--- config.mk ---
export PLATFORM = sky130hd
export DESIGN_NAME = layer_compositor
export DESIGN_NICKNAME = d
export VERILOG_FILES = /design/src/rtl/fence_display_pkg.sv /design/src/rtl/layer_hit_unit.sv /design/src/rtl/layer_compositor.sv
export SDC_FILE = /design/constraint.sdc
export NUM_CORES = 1
export LEC_CHECK = 0
export BUFFER_PORTS_ARGS = -buffer_cell sky130_fd_sc_hd__buf_2
export CAP_MARGIN = 10
export CORE_MARGIN = 2
export CORE_UTILIZATION = 30
export CTS_BUF_LIST = sky130_fd_sc_hd__clkbuf_8
export DETAILED_ROUTE_END_ITERATION = 6
export GPL_TIMING_DRIVEN = 0
export PLACE_DENSITY_LB_ADDON = 0.25
export SLEW_MARGIN = 25
export SYNTH_ARGS = -nofsm -noshare
export SYNTH_HDL_FRONTEND = slang
export SYNTH_SLANG_ARGS = --single-unit
--- constraint.sdc ---
create_clock -name clk_in -period 5.4 [get_ports clk_in]
set_clock_uncertainty 0.05 [all_clocks]
set_input_delay 0.81 -clock clk_in [delete_from_list [all_inputs] [get_ports clk_in]]
set_output_delay 0.81 -clock clk_in [all_outputs]
set_load 0.02 [all_outputs]
--- src/rtl/fence_display_pkg.sv ---
// Shared types and constants for the fencing-game display path.
//   mode_e  : screen mode encoding (START/PLAY/WIN/LOSE)
//   rgb_t   : 24-bit RGB pixel, {R,G,B}
package fence_display_pkg;

   typedef enum logic [1:0] {
      MODE_START = 2'd0,
      MODE_PLAY  = 2'd1,
      MODE_WIN   = 2'd2,
      MODE_LOSE  = 2'd3
   } mode_e;

   typedef logic [23:0] rgb_t;

   localparam rgb_t COLOR_WHITE = 24'hFF_FF_FF;
   localparam rgb_t COLOR_BLACK = 24'h00_00_00;

endpackage

--- src/rtl/layer_hit_unit.sv ---
// One rectangular layer: frame-latched shadow geometry plus a combinational
// point-in-rectangle test against the current pixel.
//   clk_in, rst_n_in          : pixel clock, async active-low reset
//   nf_in                     : new-frame pulse, latches the shadow copy
//   en_in/x_in/y_in/xmax_in/ymax_in/color_in : live layer description
//   h_in, v_in                : current pixel, zero-extended to 12 bits
//   hit_out                   : pixel lies inside the shadowed rectangle
//   color_out                 : shadowed layer colour
module layer_hit_unit
   import fence_display_pkg::*;
(
   input  logic        clk_in,
   input  logic        rst_n_in,
   input  logic        nf_in,
   input  logic        en_in,
   input  logic [11:0] x_in,
   input  logic [10:0] y_in,
   input  logic [11:0] xmax_in,
   input  logic [10:0] ymax_in,
   input  rgb_t        color_in,
   input  logic [11:0] h_in,
   input  logic [11:0] v_in,
   output logic        hit_out,
   output rgb_t        color_out
);

   logic        en_q;
   logic [11:0] x_q;
   logic [10:0] y_q;
   logic [11:0] xmax_q;
   logic [10:0] ymax_q;
   rgb_t        color_q;

   always_ff @(posedge clk_in or negedge rst_n_in) begin
      if (!rst_n_in) begin
         en_q    <= 1'b0;
         x_q     <= '0;
         y_q     <= '0;
         xmax_q  <= '0;
         ymax_q  <= '0;
         color_q <= COLOR_BLACK;
      end else if (nf_in) begin
         en_q    <= en_in;
         x_q     <= x_in;
         y_q     <= y_in;
         xmax_q  <= xmax_in;
         ymax_q  <= ymax_in;
         color_q <= color_in;
      end
   end

   // Max bounds are exclusive, so a degenerate rectangle can never match.
   assign hit_out = en_q
                 && (h_in >= x_q) && (h_in < xmax_q)
                 && (v_in >= {1'b0, y_q}) && (v_in < {1'b0, ymax_q});

   assign color_out = color_q;

endmodule

--- src/rtl/layer_compositor.sv ---
// Pixel compositor: NUM_LAYERS priority-ordered rectangles over an arena
// border, hit flash and camera background, with a START/PLAY/WIN/LOSE
// screen-mode FSM. pixel_out lags hcount_in/vcount_in by exactly 2 cycles.
//   clk_in, rst_n_in                 : pixel clock, async active-low reset
//   hcount_in, vcount_in, nf_in      : raster position and new-frame pulse
//   ir_in, ir_valid_in               : decoded IR command
//   camera_en_in, camera_pixel_in    : optional camera background
//   start_pixel_in                   : start-screen image
//   layer_*_in                       : packed per-layer geometry/colour
//   player_health_in, opponent_health_in, hit_in : game state
//   mode_out, pixel_out              : screen mode and composited pixel
//
// state      | meaning
// MODE_START | start image shown, waiting for a start IR code
// MODE_PLAY  | layers/border/flash/camera composited, health watched at nf
// MODE_WIN   | full-screen WIN_COLOR, waiting for restart IR code
// MODE_LOSE  | full-screen LOSE_COLOR, waiting for restart IR code
module layer_compositor
   import fence_display_pkg::*;
#(
   parameter int          NUM_LAYERS   = 4,
   parameter int          HEALTH_W     = 3,
   parameter int          FLASH_FRAMES = 8,
   parameter logic [31:0] START_CODE_A = 32'h20DF_5BA4,
   parameter logic [31:0] START_CODE_B = 32'h20DF_5AA5,
   parameter logic [31:0] RESTART_CODE = 32'h20DF_10EF,
   parameter int          BORDER_X     = 960,
   parameter int          BORDER_Y     = 640,
   parameter logic [23:0] FLASH_COLOR  = 24'hFF_00_00,
   parameter logic [23:0] WIN_COLOR    = 24'h00_FF_00,
   parameter logic [23:0] LOSE_COLOR   = 24'hFF_00_00
)(
   input  logic                     clk_in,
   input  logic                     rst_n_in,
   input  logic [10:0]              hcount_in,
   input  logic [9:0]               vcount_in,
   input  logic                     nf_in,
   input  logic [31:0]              ir_in,
   input  logic                     ir_valid_in,
   input  logic                     camera_en_in,
   input  logic [23:0]              camera_pixel_in,
   input  logic [23:0]              start_pixel_in,
   input  logic [NUM_LAYERS-1:0]    layer_en_in,
   input  logic [NUM_LAYERS*12-1:0] layer_x_in,
   input  logic [NUM_LAYERS*11-1:0] layer_y_in,
   input  logic [NUM_LAYERS*12-1:0] layer_xmax_in,
   input  logic [NUM_LAYERS*11-1:0] layer_ymax_in,
   input  logic [NUM_LAYERS*24-1:0] layer_color_in,
   input  logic [HEALTH_W-1:0]      player_health_in,
   input  logic [HEALTH_W-1:0]      opponent_health_in,
   input  logic                     hit_in,
   output logic [1:0]               mode_out,
   output logic [23:0]              pixel_out
);

   localparam int          FW = $clog2(FLASH_FRAMES + 1);
   localparam logic [11:0] BX = 12'(BORDER_X);
   localparam logic [11:0] BY = 12'(BORDER_Y);

   logic [11:0]           h_ext, v_ext;
   logic [NUM_LAYERS-1:0] hit_comb;
   rgb_t                  layer_color [NUM_LAYERS];

   assign h_ext = {1'b0, hcount_in};
   assign v_ext = {2'b0, vcount_in};

   for (genvar i = 0; i < NUM_LAYERS; i++) begin : g_layer
      layer_hit_unit u_hit (
         .clk_in    (clk_in),
         .rst_n_in  (rst_n_in),
         .nf_in     (nf_in),
         .en_in     (layer_en_in[i]),
         .x_in      (layer_x_in[i*12 +: 12]),
         .y_in      (layer_y_in[i*11 +: 11]),
         .xmax_in   (layer_xmax_in[i*12 +: 12]),
         .ymax_in   (layer_ymax_in[i*11 +: 11]),
         .color_in  (layer_color_in[i*24 +: 24]),
         .h_in      (h_ext),
         .v_in      (v_ext),
         .hit_out   (hit_comb[i]),
         .color_out (layer_color[i])
      );
   end

   // Health shadows; the FSM looks at the value the shadow holds after this
   // cycle, so a frame boundary reacts to the freshly captured health.
   logic [HEALTH_W-1:0] player_sh, opp_sh, player_cap, opp_cap;

   always_ff @(posedge clk_in or negedge rst_n_in) begin
      if (!rst_n_in) begin
         player_sh <= '0;
         opp_sh    <= '0;
      end else if (nf_in) begin
         player_sh <= player_health_in;
         opp_sh    <= opponent_health_in;
      end
   end

   assign player_cap = nf_in ? player_health_in   : player_sh;
   assign opp_cap    = nf_in ? opponent_health_in : opp_sh;

   mode_e mode_q, mode_d;

   always_ff @(posedge clk_in or negedge rst_n_in) begin
      if (!rst_n_in) mode_q <= MODE_START;
      else           mode_q <= mode_d;
   end

   always_comb begin
      mode_d = mode_q;
      case (mode_q)
         MODE_START:
            if (ir_valid_in && (ir_in == START_CODE_A || ir_in == START_CODE_B))
               mode_d = MODE_PLAY;
         MODE_PLAY:
            if (nf_in) begin
               if (player_cap == '0)   mode_d = MODE_LOSE;
               else if (opp_cap == '0) mode_d = MODE_WIN;
            end
         MODE_WIN, MODE_LOSE:
            if (ir_valid_in && ir_in == RESTART_CODE)
               mode_d = MODE_START;
         default: mode_d = MODE_START;
      endcase
   end

   assign mode_out = mode_q;

   logic [FW-1:0] flash_cnt;

   always_ff @(posedge clk_in or negedge rst_n_in) begin
      if (!rst_n_in)
         flash_cnt <= '0;
      else if (mode_q == MODE_PLAY && mode_d != MODE_PLAY)
         flash_cnt <= '0;
      else if (mode_q == MODE_PLAY && hit_in)
         flash_cnt <= FW'(FLASH_FRAMES);
      else if (nf_in && flash_cnt != '0)
         flash_cnt <= flash_cnt - 1'b1;
   end

   logic [NUM_LAYERS-1:0] hit_s1;
   logic                  border_s1, cam_en_s1, valid_s1;
   rgb_t                  cam_s1, start_s1;

   always_ff @(posedge clk_in or negedge rst_n_in) begin
      if (!rst_n_in) begin
         hit_s1    <= '0;
         border_s1 <= 1'b0;
         cam_en_s1 <= 1'b0;
         cam_s1    <= COLOR_BLACK;
         start_s1  <= COLOR_BLACK;
         valid_s1  <= 1'b0;
      end else begin
         hit_s1    <= hit_comb;
         border_s1 <= (h_ext == BX && v_ext <= BY) || (v_ext == BY && h_ext <= BX);
         cam_en_s1 <= camera_en_in;
         cam_s1    <= camera_pixel_in;
         start_s1  <= start_pixel_in;
         valid_s1  <= 1'b1;
      end
   end

   rgb_t layer_pix, play_pix, sel_pix;

   always_comb begin
      layer_pix = COLOR_BLACK;
      // Walk from the lowest priority up so the lowest index wins.
      for (int i = NUM_LAYERS - 1; i >= 0; i--)
         if (hit_s1[i]) layer_pix = layer_color[i];

      if (|hit_s1)            play_pix = layer_pix;
      else if (border_s1)     play_pix = COLOR_WHITE;
      else if (flash_cnt != 0) play_pix = FLASH_COLOR;
      else if (cam_en_s1)     play_pix = cam_s1;
      else                    play_pix = COLOR_BLACK;

      case (mode_q)
         MODE_START: sel_pix = start_s1;
         MODE_PLAY:  sel_pix = play_pix;
         MODE_WIN:   sel_pix = WIN_COLOR;
         MODE_LOSE:  sel_pix = LOSE_COLOR;
         default:    sel_pix = COLOR_BLACK;
      endcase
   end

   always_ff @(posedge clk_in or negedge rst_n_in) begin
      if (!rst_n_in) pixel_out <= COLOR_BLACK;
      else           pixel_out <= valid_s1 ? sel_pix : COLOR_BLACK;
   end

endmodule

==> flow_metrics.env, run 1 <==
export IMPL_outcome="complete, no violations"
export IMPL_p_per_area_nw_per_um2=317.9
export IMPL_critPathKind="input port to flop"
export IMPL_synth_most_common_cell="dfrtp_1"
export IMPL_power_total_mw=7.149
export IMPL_drt_iter0_markers=669
export IMPL_grt_max_degree=86
export IMPL_die_x_um=247.7
export IMPL_arrival_ps=3790
export IMPL_multi_input_area_um2=7651
export IMPL_fin_nets=2738
export IMPL_syn_nets=2240
export IMPL_ys_top_cells_by_area="dfrtp_1, ha_1, mux2_2"
export IMPL_cts_root_buf="clkbuf_8"
export IMPL_gp_congestion=0.8511
export IMPL_wl_mm=61.19
export IMPL_p_leak_nw=11.04
export IMPL_overflow=0
export IMPL_initial_core_util_pct=30.25
export IMPL_coreArea_um2=58910
export IMPL_antenna_found_initial=9
export IMPL_synth_top_area_share_pct=51.82
export IMPL_die_area_um2=61370
export IMPL_synthArstFlopShare_pct=100.0
export IMPL_grt_use_total_pct=19.94
export IMPL_die_h_um=247.7
export IMPL_min_path_type="input port to asynchronous set/reset pin"
export IMPL_yosys_area_top_type="dfrtp_1"
export IMPL_routedWlPerCell_um=20.34
export IMPL_seqCellArea_um2=9234
export IMPL_cts_reportedPaths_clkPinSlew_ps=60
export IMPL_drt_pass1_iterations=5
export IMPL_cts_sinks=369
export IMPL_ys_ff_latch=369
export IMPL_num_vias=14510
export IMPL_io_pin_count=423
export IMPL_critical_path_peak_fanout=10
export IMPL_rsz0062_at_grt="false"
export IMPL_htree_num_levels=3
export IMPL_drv_cap=0
export IMPL_syn_area_um2=17820
export IMPL_cts_setup_buffers=0
export IMPL_utilization_pct=38.17
export IMPL_peakVddDrop_mv=0.2092
export IMPL_synth_warnings=0
export IMPL_clockBufferDepth=3
export IMPL_grt_pass1_vias=15300
export IMPL_vias_per_cell=4.825
export IMPL_timing_fmax_ghz=0.3025
export IMPL_cp_required_ps=5890
export IMPL_holdWs_ps=102.7
export IMPL_syn_area_per_cell_um2=10.59
export IMPL_period_share_pct=61.21
export IMPL_setup_viol=0
export IMPL_slew_viol_final=0
export IMPL_clock_latency_ps=630
export IMPL_worstMarginPinSlew_ps=981.2
export IMPL_ys_top_cells_by_count="dfrtp_1, o21ai_0, nand2_1"
export IMPL_synthFlopType="dfrtp_1"
export IMPL_final_antenna_net_count=0
export IMPL_hpwlAfterDp_mm=47.44
export IMPL_numCtsBuffers=70
export IMPL_port_buffers=421
export IMPL_max_slew_margin_rel_pct=34.59
export IMPL_cts_resized=0
export IMPL_start_kind="input port"
export IMPL_fillerInstances=5836
export IMPL_cts_tree="done"
export IMPL_ys_types=56
export IMPL_rows=89
export IMPL_hold_buffers=0
export IMPL_end_kind="flop"
export IMPL_drive_gt1_share_pct=31.08
export IMPL_hold_viol_final=0
export IMPL_grt_pass1_wl_mm=89.91
export IMPL_finalCriticalPeriod_ps=3305
export IMPL_synth_seq_area_share_pct=51.82
export IMPL_drc=0
export IMPL_area_growth_pct=26.20
export IMPL_postSynthCellCount=1682
export IMPL_synth_edff_count=0
## cell type report
class	instances	share of cell area, %
timing repair buffer	426	10.03
clock buffer	91	5.569
buffer	72	1.363
multi-input combinational	1071	34.02
sequential	369	41.06
inverter	170	2.838
tap	773	4.301
antenna	5	0.05564
clock inverter	31	0.7623
## per-stage QoR
stage / setup TNS [ps] / instances / setup slack, ps / cell area [µm²]
global placement: -1475320 / 2876 / -4047 / 20890
finish: 0 / 3008 / 2095 / 22490
global route: 0 / 3005 / 1806 / 22480
floorplan: 0 / 1682 / 3121 / 17820
CTS: 0 / 3003 / 1955 / 22480
detailed placement: 0 / 2881 / 1253 / 21050
## per-layer routing
metal	routed length [µm]	GRT usage, %	share of wire [%]
met5	52	0	0.085
met4	2204	7.432	3.6
met3	4225	4.985	6.9
met2	29280	33.79	48
met1	25430	24.45	42
## placed cells by master, fill, tap and decap left out, types with 12 or more instances in the layout
master    Yosys  final
nand2_1     192    192
nor2b_1      15     15
nor3_1       14     13
a211oi_1     14     14
a21oi_1      92     92
or3_1        12     12
clkbuf_8      0     91
o22ai_1      24     24
nor2_1       38     38
nand2b_1     23     23
buf_2        23    443
a21o_1       17     17
o21ai_0     195    195
ha_1        161    161
o211ai_1     12     12
mux2_2      130    130
dfrtp_1     369    369
clkbuf_1     43     40
inv_1       168    185
## report_power, final
group | internal, mW | switching [mW]
sequential | 3.02 | 0.111
combinational | 0.518 | 0.700
clock | 1.56 | 1.24
total | 5.10 | 2.05
## flip-flops by register name (all words and copies together), names as in the netlist
signal and flops:
g_layer.u_hit.color_out 96, g_layer.u_hit.x_q 48, g_layer.u_hit.xmax_q 48, g_layer.u_hit.y_q 44, g_layer.u_hit.ymax_q 44, cam_s1 24, pixel_out 24, start_s1 24
flash_cnt 4, g_layer.u_hit.en_q 4, hit_s1 4, mode_out 2, border_s1 1, cam_en_s1 1, valid_s1 1
## logic make-up after synthesis
kind of cell,count (synthesis),synth area share [%]
muxes,130,8.215
adders and majority gates,161,11.30
and+or+nand+nor,344,8.974
AOI/OAI and AO/OA,432,14.24
buffers and inverters,242,5.280
other,1,0.02104
xor gates and xnor gates,3,0.1475
DFF,369,51.82
## critical path, stage by stage
cell and delay (ps):
clkbuf_1 530, clkbuf_1 630, clkbuf_1 440, clkbuf_1 760
buf_2 410, nand2_1 100, o21ai_0 80
## path summary, 6_finish.rpt
path,start,endpoint,cells past startpoint,slack [ps]
max,nf_in,g_layer[3].u_hit.y_q[8]$_DFFE_PN0P_,7,2090
min,rst_n_in,g_layer[2].u_hit.x_q[4]$_DFFE_PN0P_,1,100
max reg2reg,hit_s1[3]$_DFF_PN0_,pixel_out[20]$_DFF_PN0_,7,2930
min reg2reg,g_layer[2].u_hit.xmax_q[0]$_DFFE_PN0P_,g_layer[2].u_hit.xmax_q[0]$_DFFE_PN0P_,1,450
max in group asynchronous,rst_n_in,cam_s1[7]$_DFF_PN0_,3,3920
min in group clk_in,start_pixel_in[17],start_s1[17]$_DFF_PN0_,1,230
(Power assumes the default switching activity.)
==> run 2: changes to the inputs <==
clock period = 3.25 ns   (was 5.4 ns; I/O delays follow)
==> run 2 against run 1 <==
Against the previous run: sequential power grew 66%; sequential cell count stayed put; count of clock-buffer cells in the layout unchanged; sequential share of layout area shrank 4.5 points; clock power up 66%; critical path depth shrank 1; power up 70%; non-clock buffer count grew 276; register-to-register slack got worse by 2200 ps; die area is the same; final area up 12%; critical path type unchanged; critical endpoint is now flash_cnt[0]$_DFFE_PN0P_; largest cell class unchanged; largest power group unchanged; highest routed layer unchanged.
==> flow_metrics.env, run 2 (same netlist as run 1, synthesis figures left out) <==
export IMPL_clock_latency_ps=630
export IMPL_critPathKind="input port to flop"
export IMPL_hpwlAfterDp_mm=47.44
export IMPL_crit_end="flash_cnt[0]$_DFFE_PN0P_"
export IMPL_drt_pass1_iterations=4
export IMPL_cp_required_ps=3710
export IMPL_fin_nets=3014
export IMPL_grt_max_degree=86
export IMPL_overflow=0
export IMPL_end_kind="flop"
export IMPL_startpoint="nf_in"
export IMPL_rr_startpoint="hit_s1[2]$_DFF_PN0_"
export IMPL_cp_depth=6
export IMPL_top_layer="met5"
export IMPL_die_area_um2=61370
export IMPL_htree_num_levels=3
export IMPL_finalCriticalPeriod_ps=2805
export IMPL_slew_viol_final=0
export IMPL_num_vias=15570
export IMPL_period_share_pct=86.31
export IMPL_setup_viol=0
export IMPL_grt_pass1_vias=16460
export IMPL_grt_pass1_wl_mm=94.55
export IMPL_gp_congestion=0.8511
export IMPL_final_common_cell="buf_2"
export IMPL_path_cells="clkbuf_1, clkdlybuf4s15_1, clkbuf_1, o211ai_1, nand2_1, nor2_1"
export IMPL_utilization_pct=42.86
export IMPL_cts_root_buf="clkbuf_8"
export IMPL_crit_family="buffers and inverters"
export IMPL_numCtsBuffers=70
export IMPL_rows=89
export IMPL_port_buffers=421
export IMPL_drc=0
export IMPL_final_cell_mix="buf_2, dfrtp_1, dlygate4sd3_1, o21ai_0, nand2_1"
export IMPL_arrival_ps=3270
export IMPL_coreArea_um2=58910
export IMPL_area_growth_pct=41.70
export IMPL_wl_met2_mm=31.04
export IMPL_drv_cap=0
export IMPL_finalWorstSetupSlack_ps=444.9
export IMPL_rsz0062_at_grt="false"
export IMPL_critical_path_max_stage_delay_ps=770
export IMPL_start_kind="input port"
export IMPL_initial_core_util_pct=30.25
export IMPL_timing_fmax_ghz=0.3565
export IMPL_wl_met1_mm=26.85
export IMPL_io_pin_count=423
export IMPL_cts_tree="done"
export IMPL_cts_sinks=369
export IMPL_r2r_cells=7
export IMPL_outcome="complete, no violations"
export IMPL_peakVddDrop_mv=0.3683
export IMPL_drt_iter0_markers=681
export IMPL_vias_per_cell=4.745
export IMPL_clockBufferDepth=3
export IMPL_hold_viol_final=0
export IMPL_slowest_stage="clkbuf_1"
export IMPL_drive_gt1_share_pct=27.69
export IMPL_max_slew_margin_rel_pct=36.27
export IMPL_min_path_type="input port to flop"
export IMPL_final_antenna_net_count=0
export IMPL_holdWs_ps=61.76
export IMPL_r2r_slack_ps=750
export IMPL_worstMarginPinSlew_ps=955.9
export IMPL_p_per_area_nw_per_um2=481.8
export IMPL_cp_common_cell="clkbuf_1"
export IMPL_place_ws_ps=-574.6
export IMPL_dr_wl_met3_mm=3.686
export IMPL_grt_use_total_pct=20.80
export IMPL_cts_reportedPaths_clkPinSlew_ps=60
export IMPL_critical_path_peak_fanout=10
export IMPL_largest_register_ffs=96
export IMPL_routedWlPerCell_um=19.51
export IMPL_worstHoldStart="layer_x_in[25]"
export IMPL_wl_mm=64.01
export IMPL_antenna_found_initial=1
export IMPL_cts_setup_buffers=0
export IMPL_die_h_um=247.7
export IMPL_die_x_um=247.7
export IMPL_path_buf_inv=3
export IMPL_worstReg2RegEnd="pixel_out[7]$_DFF_PN0_"
export IMPL_p_leak_nw=12.20
==> run 2: cell count changes in the layout (fill, tap and decap cells not counted), sizes merged <==
cell | previous run | this run
clkdlybuf4s15 | 0 | 1
diode | 5 | 2
dlygate4sd3 | 0 | 276
clkbuf | 134 | 133
==> run 2: worst min-delay path by stage <==
stage                                            endpoint  cells past startpoint  slack, ps
2_1_floorplan                         border_s1$_DFF_PN0_                      0        140
6_report              g_layer[2].u_hit.x_q[1]$_DFFE_PN0P_                      3         60
3_3_place_gp            g_layer[1].u_hit.en_q$_DFFE_PN0P_                      1        430
4_1_cts         g_layer[3].u_hit.color_out[3]$_DFFE_PN0P_                      2        0.7
5_1_grt        g_layer[1].u_hit.color_out[14]$_DFFE_PN0P_                      2          9
3_5_place_dp       g_layer[2].u_hit.xmax_q[0]$_DFFE_PN0P_                      1        440
==> run 2: layout make-up <==
cell class                 instances  area (µm²)
timing repair buffer             702        5017
sequential                       369        9234
antenna                            2       5.005
buffer                            72       314.1
clock inverter                    31       171.4
fill                            5599       33660
tap                              773       967.2
inverter                         170       638.1
clock buffer                      91        1252
multi-input combinational       1071        7651
==> run 2: where the power goes <==
part,internal (mW),total (mW),switching [mW],leakage [nW]
Clock,2.59,4.65,2.07,0.804
Combinational,1.08,2.30,1.22,6.97
Sequential,5.02,5.21,0.186,4.43
Total,8.69,12.2,3.48,12.2
==> run 2: what timing repair did <==
| action | 4_1_cts | 5_1_grt |
|---|---|---|
| setup endpoints to repair | 0 | 5 |
| hold buffers | 276 | 0 |
| endpoints found under the hold margin | 342 | 0 |
| gates resized for setup | 0 | 5 |
==> run 2: tightest hold or removal path: stages <==
cell and delay, ps:
buf_2 70, nand2_1 60, o21ai_0 70
==> run 2: per-layer routing <==
layer,vias to the layer above,global-route usage [%]
met5,-,0
met4,2,8.207
met3,154,4.412
met2,523,35.75
met1,7470,25.40
li1,7420,-
==> run 2: stage by stage <==
stage | std cells | setup TNS [ps] | power, mW | area [µm²]
after floorplan | 1682 | 0 | 6.394 | 17820
after global placement | 2876 | -2231440 | 7.249 | 20890
after detailed placement | 2881 | -64890 | 7.339 | 21050
after CTS | 3279 | 0 | 12.35 | 25240
after global routing | 3279 | 0 | 12.87 | 25250
final | 3281 | 0 | 12.17 | 25250
==> run 3: changes to the inputs <==
CELL_PAD_IN_SITES_DETAIL_PLACEMENT = 0   (was default)
CELL_PAD_IN_SITES_GLOBAL_PLACEMENT = 1   (was default)
==> run 3 against run 2 <==
Against the previous run: routed wire length rose by 4.2%; die area did not move; global-route usage rose by 0.80 points; worst hold slack got worse by 17 ps; final cell count rose by 1.1%; largest power group unchanged; sequential share of layout area fell by 0.43 points; clock power barely moved.
==> flow_metrics.env, run 3 (same netlist as run 1, synthesis figures left out) <==
export IMPL_drt_iter0_markers=703
export IMPL_use_met2_pct=38.22
export IMPL_end_kind="flop"
export IMPL_rows=89
export IMPL_fin_nets=3048
export IMPL_utilization_pct=43.38
export IMPL_peakVddDrop_mv=0.3407
export IMPL_hpwlAfterDp_mm=48.74
export IMPL_drv_cap=0
export IMPL_critical_path_max_stage_delay_ps=730
export IMPL_clock_latency_ps=650
export IMPL_p_leak_nw=12.33
export IMPL_grt_pass1_wl_mm=97.77
export IMPL_crit_family="buffers and inverters"
export IMPL_drc=0
export IMPL_grt_max_degree=88
export IMPL_p_per_area_nw_per_um2=478.5
export IMPL_use_met1_pct=26.02
export IMPL_final_antenna_net_count=0
export IMPL_grt_pass1_vias=16740
export IMPL_coreArea_um2=58910
export IMPL_routedWlPerCell_um=20.11
export IMPL_max_slew_margin_rel_pct=30.70
export IMPL_cp_required_ps=3760
export IMPL_hold_viol_final=0
export IMPL_htree_num_levels=3
export IMPL_setup_viol=0
export IMPL_critPathKind="input port to flop"
export IMPL_slew_viol_final=0
export IMPL_place_ws_ps=-75.37
export IMPL_numCtsBuffers=71
export IMPL_setup_tns_ps=0
export IMPL_worstMarginPinSlew_ps=1039
export IMPL_start_kind="input port"
export IMPL_final_common_cell="buf_2"
export IMPL_timing_fmax_ghz=0.3798
export IMPL_final_cell_mix="buf_2, dfrtp_1, dlygate4sd3_1, o21ai_0, nand2_1"
export IMPL_num_vias=15770
export IMPL_largest_register_ffs=96
export IMPL_critical_path_peak_fanout=10
export IMPL_vias_per_cell=4.754
export IMPL_clockBufferDepth=3
export IMPL_use_met3_pct=4.174
export IMPL_initial_core_util_pct=30.25
export IMPL_die_area_um2=61370
export IMPL_cts_setup_buffers=0
export IMPL_cts_tree="done"
export IMPL_fillerInstances=5721
export IMPL_hold_buffers=309
export IMPL_cp_common_cell="clkbuf_1"
export IMPL_slowest_stage="clkbuf_1"
export IMPL_cts_reportedPaths_clkPinSlew_ps=60
export IMPL_min_path_type="input port to flop"
export IMPL_die_h_um=247.7
export IMPL_die_x_um=247.7
export IMPL_overflow=0
export IMPL_cts_root_buf="clkbuf_8"
export IMPL_wl_mm=66.71
export IMPL_finalWorstSetupSlack_ps=617.3
export IMPL_path_cells="clkbuf_1, clkbuf_1, clkbuf_1, clkbuf_1, buf_2, nand2_1, o21ai_0"
export IMPL_arrival_ps=3140
export IMPL_io_pin_count=423
export IMPL_busiest_layer="met2"
export IMPL_period_share_pct=81.00
export IMPL_drive_gt1_share_pct=27.04
export IMPL_dpl_cell_count=2880
export IMPL_gp_congestion=0.8107
export IMPL_cts_resized=0
export IMPL_antenna_found_initial=4
export IMPL_grt_use_total_pct=21.59
export IMPL_port_buffers=421
export IMPL_drt_pass1_iterations=6
export IMPL_finalCriticalPeriod_ps=2633
export IMPL_power_total_mw=12.23
export IMPL_rsz0062_at_grt="false"
export IMPL_finalNonFillerCells=3318
export IMPL_path_buf_inv=5
export IMPL_outcome="complete, no violations"
export IMPL_area_growth_pct=43.39
export IMPL_cts_sinks=369
## run 3: cell types whose count changed in the layout (fill, tap and decap cells not counted), sizes merged
| cell | change |
|---|---|
| buf | -1 |
| clkbuf | -4 |
| clkdlybuf4s15 | -1 |
| clkinvlp | -2 |
| diode | +2 |
| dlygate4sd3 | +34 |
| inv | +9 |
## run 3: stage by stage
| step | hold WS [ps] | instance area [µm²] |
|---|---|---|
| floorplan | 141.9 | 17820 |
| global placement | 432.1 | 20890 |
| detailed placement | 437.8 | 21020 |
| CTS | 0.4856 | 25530 |
| global route | 7.398 | 25540 |
| finish | 45.16 | 25550 |
## run 3: area by class of cell
cell class                      count  area, µm²  share of cell area (%)
Timing Repair Buffer              735       5330                   20.86
Antenna cell                        4      10.01                 0.03917
Sequential cell                   369       9234                   36.14
Inverter                          170      638.1                   2.497
Clock buffer                       86       1184                   4.632
Clock inverter                     38      229.0                  0.8961
Multi-Input combinational cell   1071       7657                   29.97
Tap cell                          773      967.2                   3.785
Buffer                             72      302.8                   1.185
## run 3: worst reg2reg max path: stages, from the launching register on
cell	delay, ps
dfrtp_1	350
inv_1	70
ha_1	240
a21oi_1	160
nor2b_1	60
a2111oi_0	320
o21ai_0	170
a2111oi_1	960
## run 3: layer usage
layer / up-vias / wire length [µm]
met5: - / 0
met4: 0 / 1926
met3: 101 / 3458
met2: 514 / 32880
met1: 7663 / 28440
li1: 7496 / -
## run 3: worst paths after layout
kind                       slack (ps)  depth (start not counted)                                      to                                    from
setup / recovery                  620                          7     g_layer[0].u_hit.y_q[8]$_DFFE_PN0P_                                   nf_in
setup reg to reg                  670                          7                     hit_s1[2]$_DFF_PN0_  g_layer[2].u_hit.ymax_q[5]$_DFFE_PN0P_
hold / removal                     50                          3     g_layer[1].u_hit.y_q[2]$_DFFE_PN0P_                          layer_y_in[13]
max in group asynchronous        1190                          5     g_layer[3].u_hit.x_q[3]$_DFFE_PN0P_                                rst_n_in
hold reg to reg                   450                          1  g_layer[2].u_hit.xmax_q[0]$_DFFE_PN0P_  g_layer[2].u_hit.xmax_q[0]$_DFFE_PN0P_
min in group asynchronous         370                          2                   start_s1[9]$_DFF_PN0_                                rst_n_in
## run 3: power breakdown
part | total [mW] | switching (mW) | internal, mW | leakage, nW
logic | 2.36 | 1.25 | 1.10 | 7.09
registers | 5.20 | 0.179 | 5.02 | 4.43
clock network | 4.67 | 2.17 | 2.50 | 0.820
